**config.mk**
```make
export PLATFORM = sky130hd
export DESIGN_NAME = mem_port_arbiter
export DESIGN_NICKNAME = d
export VERILOG_FILES = /design/src/rtl/mem_arb_pkg.sv /design/src/rtl/mem_port_arbiter_rr_arbiter2.sv /design/src/rtl/mem_port_arbiter.sv
export SDC_FILE = /design/constraint.sdc
export NUM_CORES = 1
export LEC_CHECK = 0
export ABC_CLOCK_PERIOD_IN_PS = 1400
export CAP_MARGIN = 40
export CORE_UTILIZATION = 20
export DETAILED_ROUTE_END_ITERATION = 8
export PLACE_DENSITY = 0.91
export SYNTH_ARGS = -nofsm -noshare
export SYNTH_HDL_FRONTEND = slang
export SYNTH_SLANG_ARGS = --single-unit
```
**constraint.sdc**
```tcl
create_clock -name clk -period 1.4 [get_ports clk]
set_input_delay 0.21 -clock clk [delete_from_list [all_inputs] [get_ports clk]]
set_output_delay 0.21 -clock clk [all_outputs]
set_load 0.005 [all_outputs]
```
**src/rtl/mem_arb_pkg.sv**
```systemverilog
// Shared types for the two-port memory arbiter: read-owner tag and the
// per-port request bundle that is muxed onto the memory interface.
package mem_arb_pkg;

  // Halfword address width of the shared memory.
  localparam int MEM_ADDR_WIDTH = 12;

  // Which port a pending read response belongs to.
  typedef enum logic [1:0] {
    OWN_NONE = 2'd0,
    OWN_A    = 2'd1,
    OWN_B    = 2'd2
  } owner_t;

  // One access as presented by a requester.
  typedef struct packed {
    logic                      we;
    logic [MEM_ADDR_WIDTH-1:0] addr;
    logic [15:0]               wdata;
  } mem_req_t;

endpackage

```
**src/rtl/mem_port_arbiter_rr_arbiter2.sv**
```systemverilog
// Two-way arbiter. Bit 0 is port A, bit 1 is port B. The grant is
// combinational so a requester is accepted in the cycle it asks; only the
// "who won last" history is registered. Grants are held low during reset.
module rr_arbiter2
  import mem_arb_pkg::*;
#(
  parameter bit FIXED_PRIO = 1'b0
) (
  input  logic       clk,
  input  logic       rst_n,
  input  logic [1:0] req,
  output logic [1:0] gnt
);

  // 1 when port B won the most recent grant; reset value lets A win first.
  logic       r_last_b;
  logic [1:0] w_gnt;

  // Choose the winner: a lone requester wins, a conflict goes to A under
  // fixed priority and otherwise to the port that did not win last time.
  always_comb begin
    w_gnt = 2'b00;
    if (!rst_n) begin
      w_gnt = 2'b00;
    end else begin
      case (req)
        2'b01: w_gnt = 2'b01;
        2'b10: w_gnt = 2'b10;
        2'b11: begin
          if (FIXED_PRIO || r_last_b) begin
            w_gnt = 2'b01;
          end else begin
            w_gnt = 2'b10;
          end
        end
        default: w_gnt = 2'b00;
      endcase
    end
  end

  assign gnt = w_gnt;

  // Track the last granted port; idle cycles leave the history untouched.
  always_ff @(posedge clk or negedge rst_n) begin
    if (!rst_n) begin
      r_last_b <= 1'b1;
    end else if (w_gnt[0]) begin
      r_last_b <= 1'b0;
    end else if (w_gnt[1]) begin
      r_last_b <= 1'b1;
    end else begin
      r_last_b <= r_last_b;
    end
  end

endmodule

```
**src/rtl/mem_port_arbiter.sv**
```systemverilog
// Shares one single-port synchronous 16-bit memory between an instruction
// fetch port (A) and a data port (B). At most one access per clock; read
// data returns one cycle after the grant and is steered to the port that
// issued the read via a registered owner tag.
module mem_port_arbiter
  import mem_arb_pkg::*;
#(
  parameter int ADDR_WIDTH = MEM_ADDR_WIDTH,
  parameter int FIXED_PRIO = 0
) (
  input  logic                  clk,
  input  logic                  rst_n,
  input  logic                  a_req,
  input  logic                  a_we,
  input  logic [ADDR_WIDTH-1:0] a_addr,
  input  logic [15:0]           a_wdata,
  output logic                  a_gnt,
  output logic                  a_rvalid,
  output logic [15:0]           a_rdata,
  input  logic                  b_req,
  input  logic                  b_we,
  input  logic [ADDR_WIDTH-1:0] b_addr,
  input  logic [15:0]           b_wdata,
  output logic                  b_gnt,
  output logic                  b_rvalid,
  output logic [15:0]           b_rdata,
  output logic                  mem_en,
  output logic                  mem_rd_en,
  output logic                  mem_wr_en,
  output logic [ADDR_WIDTH-1:0] mem_addr,
  output logic [15:0]           mem_din,
  input  logic [15:0]           mem_dout
);

  logic [1:0] w_gnt;
  mem_req_t   w_a_req;
  mem_req_t   w_b_req;
  mem_req_t   w_sel_req;
  owner_t     w_rd_owner_nxt;
  owner_t     r_rd_owner;

  rr_arbiter2 #(
    .FIXED_PRIO (FIXED_PRIO != 0)
  ) u_arb (
    .clk   (clk),
    .rst_n (rst_n),
    .req   ({b_req, a_req}),
    .gnt   (w_gnt)
  );

  // Bundle each port's request and pick the granted one for the memory.
  always_comb begin
    w_a_req   = '{we: a_we, addr: MEM_ADDR_WIDTH'(a_addr), wdata: a_wdata};
    w_b_req   = '{we: b_we, addr: MEM_ADDR_WIDTH'(b_addr), wdata: b_wdata};
    w_sel_req = w_a_req;
    if (w_gnt[1]) begin
      w_sel_req = w_b_req;
    end else begin
      w_sel_req = w_a_req;
    end
  end

  assign a_gnt     = w_gnt[0];
  assign b_gnt     = w_gnt[1];
  assign mem_en    = |w_gnt;
  assign mem_wr_en = mem_en &  w_sel_req.we;
  assign mem_rd_en = mem_en & ~w_sel_req.we;
  assign mem_addr  = ADDR_WIDTH'(w_sel_req.addr);
  assign mem_din   = w_sel_req.wdata;

  // Tag a granted read with its port so the response can be steered next cycle.
  always_comb begin
    w_rd_owner_nxt = OWN_NONE;
    if (w_gnt[0] && !a_we) begin
      w_rd_owner_nxt = OWN_A;
    end else if (w_gnt[1] && !b_we) begin
      w_rd_owner_nxt = OWN_B;
    end else begin
      w_rd_owner_nxt = OWN_NONE;
    end
  end

  // Response pipeline stage; reset cancels any read still in flight.
  always_ff @(posedge clk or negedge rst_n) begin
    if (!rst_n) begin
      r_rd_owner <= OWN_NONE;
    end else begin
      r_rd_owner <= w_rd_owner_nxt;
    end
  end

  assign a_rvalid = (r_rd_owner == OWN_A);
  assign b_rvalid = (r_rd_owner == OWN_B);
  assign a_rdata  = mem_dout;
  assign b_rdata  = mem_dout;

endmodule

```
## After elaboration in Yosys (flattened, before gate mapping)

Cells that the tools add are included.

| storage, ports and cells | value |
|---|---|
| output and inout port bits | 67 |
| RAM bits | 0 |
| register bits after elaboration | 3 |
| bits in latches | 0 |
| memories kept | 0 |
| word-level logic and storage cells | 24 |
| ROM bits | 0 |
| bits of input ports | 78 |

| operators by class | value |
|---|---|
| $add $sub $neg | 0 |
| equal/unequal tests | 5 |
| $mul | 0 |
| shift-type cells | 0 |
| div/mod/pow operators | 0 |
| $lt $le $gt $ge | 0 |
| reductions and logical operators | 6 |
| bitwise operators | 3 |
| muxes and demuxes | 8 |

Operators by type and width:

| kind | count |
|---|---|
| two-way mux 29 bit | 1 |
| two-way mux 2 bit | 4 |
| == test 2 bit (second input constant) | 3 |
| case mux 2 bit (3 select lines) | 1 |
| == test 2 x 1 -> 1 bit (second input constant) | 2 |
| AND 1 bit | 2 |
| logical AND 1 bit | 2 |
| logical NOT 1 bit | 2 |
| two-way mux 1 bit | 2 |
| nonzero test 2 bit | 1 |
| OR reduction 2 bit | 1 |
| NOT 1 bit | 1 |

## Depth between registers and ports, before layout

Gate-level depths: netlist of the first run.

| depth | value |
|---|---|
| depth after elaboration | 6 |
| gate-level depth with buffers | 4 |
| gate-level depth less buffers | 3 |

## Hierarchy

Synthesis of the first run repeated with hierarchy kept, for this count alone.

| unflattened totals | value |
|---|---|
| cell total of the unflattened synthesis | 85 |
| area, all modules | 884.6 um^2 |

By module, submodules not included:

| module | seq. area each (um^2) | instances | cells an instance | area an instance (um^2) |
|---|---|---|---|---|
| mem_port_arbiter | 50.0 | 1 | 77 | 822.0 |
| rr_arbiter2 | 26.3 | 1 | 8 | 62.6 |

## Worst setup path after synthesis of the first run

OpenSTA, ideal clock, no wires.

| timing path | value |
|---|---|
| kind | reg2out |
| start | register u_arb.r_last_b |
| end | output port mem_addr[0] |
| cell stages (with the launch flop) | 5 |
| data required time | 1190 ps |
| path buffers | 1 |
| setup slack | 4 ps |
| arrival | 1186 ps |
| cell sequence | dfstp_2 > nand2_1 > nand3_2 > buf_6 > mux2_4 |

| on the way | value |
|---|---|
| word-level cells in the longest chain between the ends | 4 |

RTL lines:

| item | RTL line | RTL |
|---|---|---|
| start, declared | mem_port_arbiter_rr_arbiter2.sv:16 | `logic r_last_b;` |
| start signal, assigned | mem_port_arbiter_rr_arbiter2.sv:52 | `r_last_b <= r_last_b;` |
| two-way mux 2 bit | mem_port_arbiter_rr_arbiter2.sv:30 | `if (FIXED_PRIO \|\| r_last_b) begin` |
| case mux 2 bit (3 select lines) | mem_port_arbiter_rr_arbiter2.sv:26 | `case (req)` |
| two-way mux 2 bit | mem_port_arbiter_rr_arbiter2.sv:23 | `if (!rst_n) begin` |
| two-way mux 29 bit | mem_port_arbiter.sv:56 | `if (w_gnt[1]) begin` |
| end, declared | mem_port_arbiter.sv:30 | `output logic [ADDR_WIDTH-1:0] mem_addr,` |

Every way passes these cells.

## Worst setup path after layout of the first run

| timing path | value |
|---|---|
| start | register u_arb.r_last_b |
| end | output port mem_addr[2] |

Same word-level chain as after synthesis.

==> flow_metrics.env, run 1 <==
export IMPL_cts_hold_buf=0
export IMPL_root_buffer="clkbuf_8"
export IMPL_drt_wl_total_mm=3.181
export IMPL_wl_met2_mm=1.823
export IMPL_start_util=0.2119
export IMPL_routed_wl_met3_um=294
export IMPL_wl_per_cell_um=14.14
export IMPL_status="complete, but fails checks"
export IMPL_antenna_cells=0
export IMPL_num_io_pins=145
export IMPL_final_util=0.5086
export IMPL_multiInputGateArea_sq_um=553.0
export IMPL_drt_iter0_markers=23
export IMPL_syn_nets=163
export IMPL_placed_area_sq_um=1688
export IMPL_slowest_delay_ns=0.55
export IMPL_cellPowerDensity_nw_per_um2=532.2
export IMPL_setup_tns_ns=-13.80
export IMPL_wl_met1_mm=1.046
export IMPL_netSwitchingFraction=0.2497
export IMPL_htreeDepth=1
export IMPL_slew_headroom=0.8790
export IMPL_yosysSeqAreaShare=0.08815
export IMPL_cts_clk_slew_worst_paths_ns=0.03
export IMPL_cts_tree="built"
export IMPL_highest_layer="met4"
export IMPL_die_area_sq_um=4596
export IMPL_seq_area_sq_um=76.32
export IMPL_critPathBufInv=4
export IMPL_cts_sinks=3
export IMPL_clockBufferDepth=2
export IMPL_yosysUniqueCellTypes=17
export IMPL_rsz0062_at_grt="yes"
export IMPL_numPortBuffers=96
export IMPL_cp_max_fo=5
export IMPL_hp_class="in2async"
export IMPL_maxCapViolations=0
export IMPL_grt_pass1_wl_mm=4.353
export IMPL_startpoint_type="flip-flop"
export IMPL_syn_inst=85
export IMPL_synth_seq_cells=3
export IMPL_end_kind="output pin"
export IMPL_clockPowerShare=0.237
export IMPL_final_setup_skew_ns=0.003620
export IMPL_setup_ws_ns=-0.5069
export IMPL_p_sw_w=0.0002761
export IMPL_criticalPathCategory="reg2out"
export IMPL_synth_area_top_cells="mux2_4, buf_4, dfrtp_1, buf_6, dfstp_2"
export IMPL_die_h_um=67.80
export IMPL_nets=254
export IMPL_yosys_area_top_type="mux2_4"
export IMPL_overflow=0
export IMPL_path_cells="nand2_4, nand3_4, buf_12, buf_12, buf_16, mux2_4, buf_6"
export IMPL_p_seq_frac=0.098
export IMPL_fin_area_sq_um=2078
export IMPL_ir_worst_vdd_uv=266.1
export IMPL_finalSetupViolations=32
export IMPL_syn_avg_cell_area_sq_um=10.19
export IMPL_reg2reg_from="u_arb.r_last_b"
export IMPL_grt_usage=0.1281
export IMPL_fill_cells=347
export IMPL_numCtsBuffers=3
export IMPL_crit_family="flip-flops"
export IMPL_layoutNonFillerInstCount=225
export IMPL_vias=914
export IMPL_die_w_um=67.80
export IMPL_power_frac_comb=0.665
export IMPL_static_leakage_power_nw=1.035
export IMPL_area_delta_synth_final_pct=140.0
export IMPL_synth_top_area_share=0.4682
export IMPL_hold_viol=0
export IMPL_layout_drive_gt1_share=0.5543
export IMPL_drcViolationCount=0
export IMPL_routabilityCongestion=0.6712
export IMPL_drt_antenna_violating_nets=0
export IMPL_cp_required_ns=1.19
export IMPL_crit_arrival_ns=1.70
export IMPL_hpwl_mm=2.150
export IMPL_grt_max_degree=10
export IMPL_period_minus_slack_ns=1.907
export IMPL_core_sq_um=4086
export IMPL_vias_per_cell=4.062
export IMPL_r2r_slack_ns=0.13
export IMPL_rows=23
export IMPL_synth_area_sq_um=865.8
export IMPL_rr_worst_depth=7
export IMPL_worst_pin_slew_ns=0.1797
export IMPL_worstReg2RegEnd="r_rd_owner[1]"
export IMPL_cp_slowest_cell="dfstp_2"
export IMPL_clock_fmax_mhz=524.4
export IMPL_fin_crit_sh=1.362
export IMPL_grt_pass1_vias=928
export IMPL_yosys_warnings=0
export IMPL_dpl_cell_count=204
export IMPL_crit_top_cell="buf_12"
export IMPL_first_pass_iters=2
export IMPL_intPower_w=0.0008300
export IMPL_violations="setup timing"
export IMPL_finalMaxSlewViolations=0
export IMPL_antenna_found_initial=0
export IMPL_clk_latency_ns=0.22
layout by cell type (no fill, tap or decap), drive strengths merged, types with 2 or more instances in the layout:
master         instances
nand4                  2
dfrtp                  2
inv                    2
nand3                  2
clkdlybuf4s50         58
nand2                  5
dlygate4sd2            3
nor2                   2
buf                   55
clkdlybuf4s15          3
nor2b                  2
mux2                  28
clkbuf                 5
sequential cells by signal, summed over array words and instances, names as in the netlist:
name            flops
r_rd_owner          2
u_arb.r_last_b      1
power groups by stage:
stage / sequential (W) / combinational, W / clock [W]
after floorplan: 0.000105 / 0.000271 / 0
after CTS: 0.000105 / 0.000721 / 0.000263
after detailed placement: 0.000105 / 0.000570 / 0
after global routing: 0.000108 / 0.000781 / 0.000270
final: 0.000108 / 0.000735 / 0.000263
after global placement: 0.000105 / 0.000559 / 0
final cells by class:
class | instances | area share
Inverter | 2 | 0.003612
Multi-Input combinational cell | 45 | 0.2661
Clock buffer | 4 | 0.02167
Tap cell | 50 | 0.03010
Timing Repair Buffer | 121 | 0.6418
Sequential cell | 3 | 0.03672
logic make-up (layout without fill, tap and decap cells):
logic type | after synthesis | after routing | synth area share
DFF | 3 | 3 | 0.08816
buffers and inverters | 37 | 127 | 0.3251
and+or+nand+nor | 14 | 14 | 0.08382
muxes | 28 | 28 | 0.4812
AOI/OAI and AO/OA | 3 | 3 | 0.02168
worst max-delay path by stage:
stage                   to  cells after the start  slack, ns      startpoint
6_report       mem_addr[2]                      7      -0.51  u_arb.r_last_b
5_1_grt         mem_din[8]                      7      -0.54  u_arb.r_last_b
4_1_cts         mem_din[7]                      8      -0.56  u_arb.r_last_b
3_5_place_dp    mem_din[0]                      6      -0.71           a_req
3_3_place_gp    mem_din[0]                      6      -0.68           a_req
2_1_floorplan  mem_addr[0]                      4      0.004  u_arb.r_last_b
stage by stage:
stage                     hold slack, ns  setup WS [ns]  power (W)
after floorplan                 -0.08559       0.003730  0.0003763
after global placement            0.4201        -0.6827  0.0006635
after detailed placement          0.4201        -0.7129  0.0006754
after CTS                        0.03904        -0.5568   0.001090
after global routing             0.06281        -0.5367   0.001159
final                            0.05401        -0.5069   0.001106
routing by layer:
| layer | vias up | global-route usage |
|---|---|---|
| met4 | 0 | 0.04427 |
| met3 | 2 | 0.03209 |
| met2 | 57 | 0.2488 |
| li1 | 440 | - |
| met1 | 415 | 0.1298 |
| met5 | - | 0 |
cells in the mapped netlist:
cell type,instances
nand2_1,5
nor2_1,2
mux2_2,1
inv_1,2
nand2b_1,1
nand3_2,1
dfrtp_1,2
o22ai_1,1
buf_4,32
o21ai_0,1
o21a_1,1
buf_6,3
nor2b_1,2
nand4_1,2
dfstp_2,1
mux2_4,27
nand3_1,1
repair_timing:
action,CTS,global route
pin swaps,2,2
gates resized for setup,174,14
setup endpoints to repair,34,33
buffers inserted,13,4
cloned,4,0
Power figures use the tool's default switching activity.
==> run 2, diff against run 1 <==
Settings changed: TNS_END_PERCENT set to 50.
==> run 2 against run 1 <==
  * The run still ends with setup timing left
  * Non-clock buffer count fell by 2
  * Combinational power down 4.4%
  * Critical path depth unchanged
  * Clock skew fell by 0.0027 ns
  * Global-route usage shrank 0.28 points
  * First-iteration DRC count grew 26%
  * Worst setup slack improved by 0.035 ns
  * Final cell count shrank 0.89%
  * Sequential share of layout area rose by 0.12 points
  * Maximum frequency is 1.9% higher
  * Critical path type unchanged
  * Highest routed layer unchanged
==> flow_metrics.env, run 2 (synthesis results as in run 1) <==
export IMPL_grt_pass1_wl_mm=4.278
export IMPL_die_h_um=67.80
export IMPL_hold_viol=0
export IMPL_rsz0062_at_grt="yes"
export IMPL_whs_ns=0.1194
export IMPL_nets=252
export IMPL_static_leakage_power_nw=1.007
export IMPL_reg2reg_from="u_arb.r_last_b"
export IMPL_reg_top3="r_rd_owner (2), u_arb.r_last_b (1)"
export IMPL_antenna_found_initial=0
export IMPL_first_pass_iters=4
export IMPL_finalMaxSlewViolations=0
export IMPL_worst_pin_slew_ns=0.1756
export IMPL_criticalPathCategory="reg2out"
export IMPL_grt_usage=0.1253
export IMPL_numPortBuffers=96
export IMPL_routabilityCongestion=0.6712
export IMPL_period_minus_slack_ns=1.872
export IMPL_crit_arrival_ns=1.66
export IMPL_endpoint="mem_din[3]"
export IMPL_final_util=0.4930
export IMPL_drt_wl_total_mm=3.006
export IMPL_cts_clk_slew_worst_paths_ns=0.03
export IMPL_cts_sinks=3
export IMPL_path_cells="nand2_2, nand3_4, buf_12, buf_12, buf_6, mux2_4, buf_6"
export IMPL_cp_slowest_cell="dfstp_2"
export IMPL_maxCapViolations=0
export IMPL_antenna_cells=0
export IMPL_worstReg2RegEnd="r_rd_owner[1]"
export IMPL_drcViolationCount=0
export IMPL_vias=915
export IMPL_htreeDepth=1
export IMPL_hpwl_mm=2.150
export IMPL_critPathBufInv=4
export IMPL_final_setup_skew_ns=0.0009609
export IMPL_layoutNonFillerInstCount=223
export IMPL_core_sq_um=4086
export IMPL_end_kind="output pin"
export IMPL_layout_drive_gt1_share=0.5318
export IMPL_grt_max_degree=10
export IMPL_grt_pass1_vias=929
export IMPL_clockBufferDepth=2
export IMPL_cp_max_fo=6
export IMPL_drt_antenna_violating_nets=0
export IMPL_numCtsBuffers=3
export IMPL_vias_per_cell=4.103
export IMPL_num_io_pins=145
export IMPL_finalSetupViolations=33
export IMPL_cp_num_cells=7
export IMPL_wl_per_cell_um=13.48
export IMPL_startpoint_type="flip-flop"
export IMPL_r2r_slack_ns=0.22
export IMPL_violations="setup timing"
export IMPL_cp_required_ns=1.19
export IMPL_ir_worst_vdd_uv=261.7
export IMPL_rr_worst_depth=6
export IMPL_top_register="r_rd_owner"
export IMPL_dpl_cell_count=204
export IMPL_crit_path_start="u_arb.r_last_b"
export IMPL_clock_fmax_mhz=534.1
export IMPL_cts_tree="built"
export IMPL_root_buffer="clkbuf_8"
export IMPL_final_cell_mix="clkdlybuf4s50_1, mux2_4, buf_6, clkbuf_2, buf_12"
export IMPL_die_area_sq_um=4596
export IMPL_hp_class="in2async"
export IMPL_die_w_um=67.80
export IMPL_setup_ws_ns=-0.4722
export IMPL_fin_crit_sh=1.337
export IMPL_start_util=0.2119
export IMPL_rows=23
export IMPL_largest_reg_flops=2
export IMPL_final_common_cell="clkdlybuf4s50_1"
export IMPL_overflow=0
export IMPL_slew_headroom=0.8829
export IMPL_cellPowerDensity_nw_per_um2=530.8
export IMPL_clk_latency_ns=0.22
export IMPL_status="complete, but fails checks"
export IMPL_area_delta_synth_final_pct=132.7
export IMPL_setup_tns_ns=-13.13
export IMPL_crit_family="flip-flops"
export IMPL_drt_iter0_markers=29
export IMPL_slowest_delay_ns=0.53
export IMPL_place_ws_ns=-0.7129
## run 2: repair_timing
item                       4_1_cts  5_1_grt
hold endpoints to repair         0        2
setup endpoints to repair       34       34
gates cloned                     4        0
buffers inserted                11        1
resized for setup              143       21
pin swaps                        2        1
hold buffers                     0        1
## run 2: metal layers
layer,GRT usage,vias to the layer above,share of wire
met5,0,-,0
met2,0.2351,61,0.56
met4,0.04948,0,0.013
met3,0.03209,4,0.099
met1,0.1307,413,0.33
li1,-,437,-
## run 2: power breakdown
group | switching, W | internal, W | total (W)
combinational | 0.000191 | 0.000512 | 0.000703
clock | 0.0000658 | 0.000195 | 0.000261
sequential | 0.00000559 | 0.0000998 | 0.000105
total | 0.000263 | 0.000806 | 0.00107
## run 2: final cells by class
cell class                 instances  area, sq um
fill                             352         2072
tap                               50        62.56
inverter                           2        7.507
timing repair buffer             119         1281
multi-input combinational         45        541.8
clock buffer                       4        45.04
sequential                         3        76.32
## run 2: worst min path at each step
stage | end | slack [ns]
2_1_floorplan | r_rd_owner[0] | -0.09
3_3_place_gp | a_rdata[10] | 0.42
3_5_place_dp | a_rdata[10] | 0.42
4_1_cts | r_rd_owner[1] | 0.09
5_1_grt | u_arb.r_last_b | 0.14
6_report | u_arb.r_last_b | 0.12
## run 2: per-stage QoR
stage | power, W | area [sq um]
floorplan | 0.0003763 | 865.8
CTS | 0.001060 | 2007
global route | 0.001124 | 2014
global placement | 0.0006635 | 1688
finish | 0.001069 | 2014
detailed placement | 0.0006754 | 1688
==> run 3, diff against run 2 <==
Settings changed: PLACE_DENSITY 0.91 to 0.9, SYNTH_HIERARCHICAL set to 1.
==> run 3 against run 2 <==
  * The flow still finishes with violations (setup timing)
  * Register-to-register slack got worse by 0.16 ns
  * First-iteration DRC count decreased by 90%
  * Global-route usage decreased by 2.0 points
  * Via count decreased by 5.8%
  * Clock-buffer cell count unchanged
  * Final cell count decreased by 4.0%
  * Non-clock buffer count decreased by 8
  * Synthesized cell count unchanged
  * Largest cell class unchanged
  * Core utilization decreased by 5.3 points
  * Routed wire length decreased by 8.9%
  * Clock skew increased by 0.00088 ns
  * Critical endpoint is now mem_addr[4]
  * Largest power group unchanged
  * Combinational power decreased by 14%
==> flow_metrics.env, run 3 <==
export IMPL_core_sq_um=4115
export IMPL_hp_class="in2async"
export IMPL_cp_required_ns=1.19
export IMPL_clk_latency_ns=0.21
export IMPL_htreeDepth=1
export IMPL_cts_clk_slew_worst_paths_ns=0.03
export IMPL_worst_pin_slew_ns=0.1862
export IMPL_nets=243
export IMPL_grt_pass1_vias=852
export IMPL_yosysUniqueCellTypes=17
export IMPL_finalSetupViolations=33
export IMPL_fin_crit_sh=1.248
export IMPL_grt_pass1_wl_mm=3.601
export IMPL_synth_top_family_by_area="multiplexers"
export IMPL_rows=23
export IMPL_overflow=0
export IMPL_cts_tree="built"
export IMPL_syn_inst=85
export IMPL_synth_area_sq_um=884.6
export IMPL_syn_nets=163
export IMPL_drt_antenna_violating_nets=0
export IMPL_cellPowerDensity_nw_per_um2=527.0
export IMPL_synthTopCellsByCount="buf_4, mux2_4, nand2_1"
export IMPL_setup_ws_ns=-0.3471
export IMPL_routabilityCongestion=0.6834
export IMPL_drt_iter0_markers=3
export IMPL_clockPowerShare=0.256
export IMPL_synthMuxAreaShare=0.4668
export IMPL_placed_area_sq_um=1709
export IMPL_synth_xor_area_share=0
export IMPL_synth_area_top_cells="mux2_4, buf_4, dfrtp_1, buf_12, dfstp_2"
export IMPL_hold_viol=0
export IMPL_violations="setup timing"
export IMPL_synth_seq_cells=3
export IMPL_synth_async_reset_ratio=1.000
export IMPL_num_io_pins=145
export IMPL_p_sw_w=0.0002232
export IMPL_yosys_warnings=6
export IMPL_antenna_cells=0
export IMPL_fin_area_sq_um=1810
export IMPL_intPower_w=0.0007309
export IMPL_ys_flop_type="dfrtp_1"
export IMPL_synth_compound_area_frac=0.03253
export IMPL_p_seq_frac=0.112
export IMPL_die_h_um=68.51
export IMPL_start_util=0.2150
export IMPL_rr_worst_depth=8
export IMPL_area_delta_synth_final_pct=104.7
export IMPL_syn_avg_cell_area_sq_um=10.41
export IMPL_drcViolationCount=0
export IMPL_maxCapViolations=0
export IMPL_rsz0062_at_grt="yes"
export IMPL_final_setup_skew_ns=0.001842
export IMPL_slew_headroom=0.8756
export IMPL_end_kind="output pin"
export IMPL_vias_per_cell=4.028
export IMPL_antenna_found_initial=0
export IMPL_static_leakage_power_nw=0.8532
export IMPL_clockBufferDepth=2
export IMPL_hpwl_mm=2.215
export IMPL_grt_usage=0.1050
export IMPL_numPortBuffers=96
export IMPL_yosysMostFrequentCell="buf_4"
export IMPL_synth_enable_flop_cells=0
export IMPL_vias=862
export IMPL_power_frac_comb=0.631
export IMPL_cp_max_fo=8
export IMPL_synth_top_area_share=0.4413
export IMPL_die_area_sq_um=4693
export IMPL_clock_fmax_mhz=572.4
export IMPL_final_cell_mix="clkdlybuf4s50_1, mux2_4, buf_6, buf_4"
export IMPL_finalMaxSlewViolations=0
export IMPL_first_pass_iters=2
export IMPL_synthAdderAreaFrac=0
export IMPL_wl_per_cell_um=12.80
export IMPL_setup_tns_ns=-9.411
export IMPL_reg_top3="r_rd_owner (2), u_arb/r_last_b (1)"
export IMPL_top_register="r_rd_owner"
export IMPL_period_minus_slack_ns=1.747
export IMPL_yosysSeqAreaShare=0.08628
export IMPL_largest_reg_flops=2
export IMPL_yosys_area_top_type="mux2_4"
export IMPL_grt_max_degree=9
export IMPL_die_w_um=68.51
export IMPL_startpoint_type="flip-flop"
export IMPL_crit_arrival_ns=1.54
export IMPL_drt_wl_total_mm=2.739
export IMPL_ir_worst_vdd_uv=351.8
export IMPL_fill_cells=394
export IMPL_layout_drive_gt1_share=0.5122
export IMPL_numCtsBuffers=3
export IMPL_status="complete, but fails checks"
export IMPL_root_buffer="clkbuf_8"
export IMPL_criticalPathCategory="reg2out"
export IMPL_cts_sinks=3
export IMPL_netSwitchingFraction=0.2340
export IMPL_final_common_cell="clkdlybuf4s50_1"
export IMPL_synth_simple_area_share=0.06365
## run 3: per-stage QoR
stage | hold WS [ns] | total power [W] | utilization | cells | setup slack, ns
after global routing | 0.05310 | 0.001017 | 0.4400 | 214 | -0.4181
after floorplan | -0.08559 | 0.0003881 | - | 85 | 0.03210
after global placement | 0.4201 | 0.0006726 | 0.4153 | 204 | -0.7954
after detailed placement | 0.4201 | 0.0006821 | 0.4153 | 204 | -0.8082
after CTS | 0.04538 | 0.0009826 | 0.4512 | 215 | -0.4365
final | 0.05102 | 0.0009541 | 0.4400 | 214 | -0.3471
## run 3: power by group through the flow
stage	registers [W]	clock network, W	logic [W]
CTS	0.000107	0.000251	0.000624
floorplan	0.000105	0	0.000283
global placement	0.000109	0	0.000564
global route	0.000108	0.000260	0.000649
finish	0.000107	0.000245	0.000602
detailed placement	0.000109	0	0.000573
## run 3: kinds of logic after synthesis
logic type / Yosys count
multiplexers: 28
AND/OR/NAND/NOR: 11
buffers and inverters: 38
flip-flops: 3
AO/OA/AOI/OAI: 5
## run 3: layout make-up
class                      count  area (sq um)  area share
multi-input combinational     44         518.0      0.2861
inverter                       2         7.507    0.004147
tap                           50         62.56     0.03455
clock buffer                   4         45.04     0.02488
timing repair buffer         111          1101      0.6082
sequential                     3         76.32     0.04216
## run 3: timing repair
| action | 4_1_cts | 5_1_grt |
|---|---|---|
| pin swaps | 4 | 1 |
| gates cloned | 2 | 0 |
| buffers inserted | 5 | 1 |
| resized for setup | 147 | 10 |
| endpoints found under the setup margin | 34 | 35 |
| hold buffers | 0 | 0 |
| endpoints found under the hold margin | 0 | 0 |
## run 3: critical path: stages (launching register included)
cell	delay [ns]
dfstp_2	0.55
a21oi_4	0.08
buf_6	0.14
buf_12	0.14
mux2_4	0.30
buf_6	0.12
## run 3: final timing paths
kind / from / end / slack, ns
max: u_arb/r_last_b / mem_addr[4] / -0.35
min: rst_n / r_rd_owner[1] / 0.05
max reg2reg: u_arb/r_last_b / r_rd_owner[1] / 0.06
min reg2reg: u_arb/r_last_b / u_arb/r_last_b / 0.74
max in group asynchronous: rst_n / u_arb/r_last_b / 1.16
min in group clk: mem_dout[0] / b_rdata[0] / 0.42
## run 3: routing by layer
layer / global-route usage / routed length, um
met5: 0 / 0
met2: 0.1961 / 1359
met1: 0.09627 / 855
met3: 0.06086 / 520
met4: 0.02604 / 4
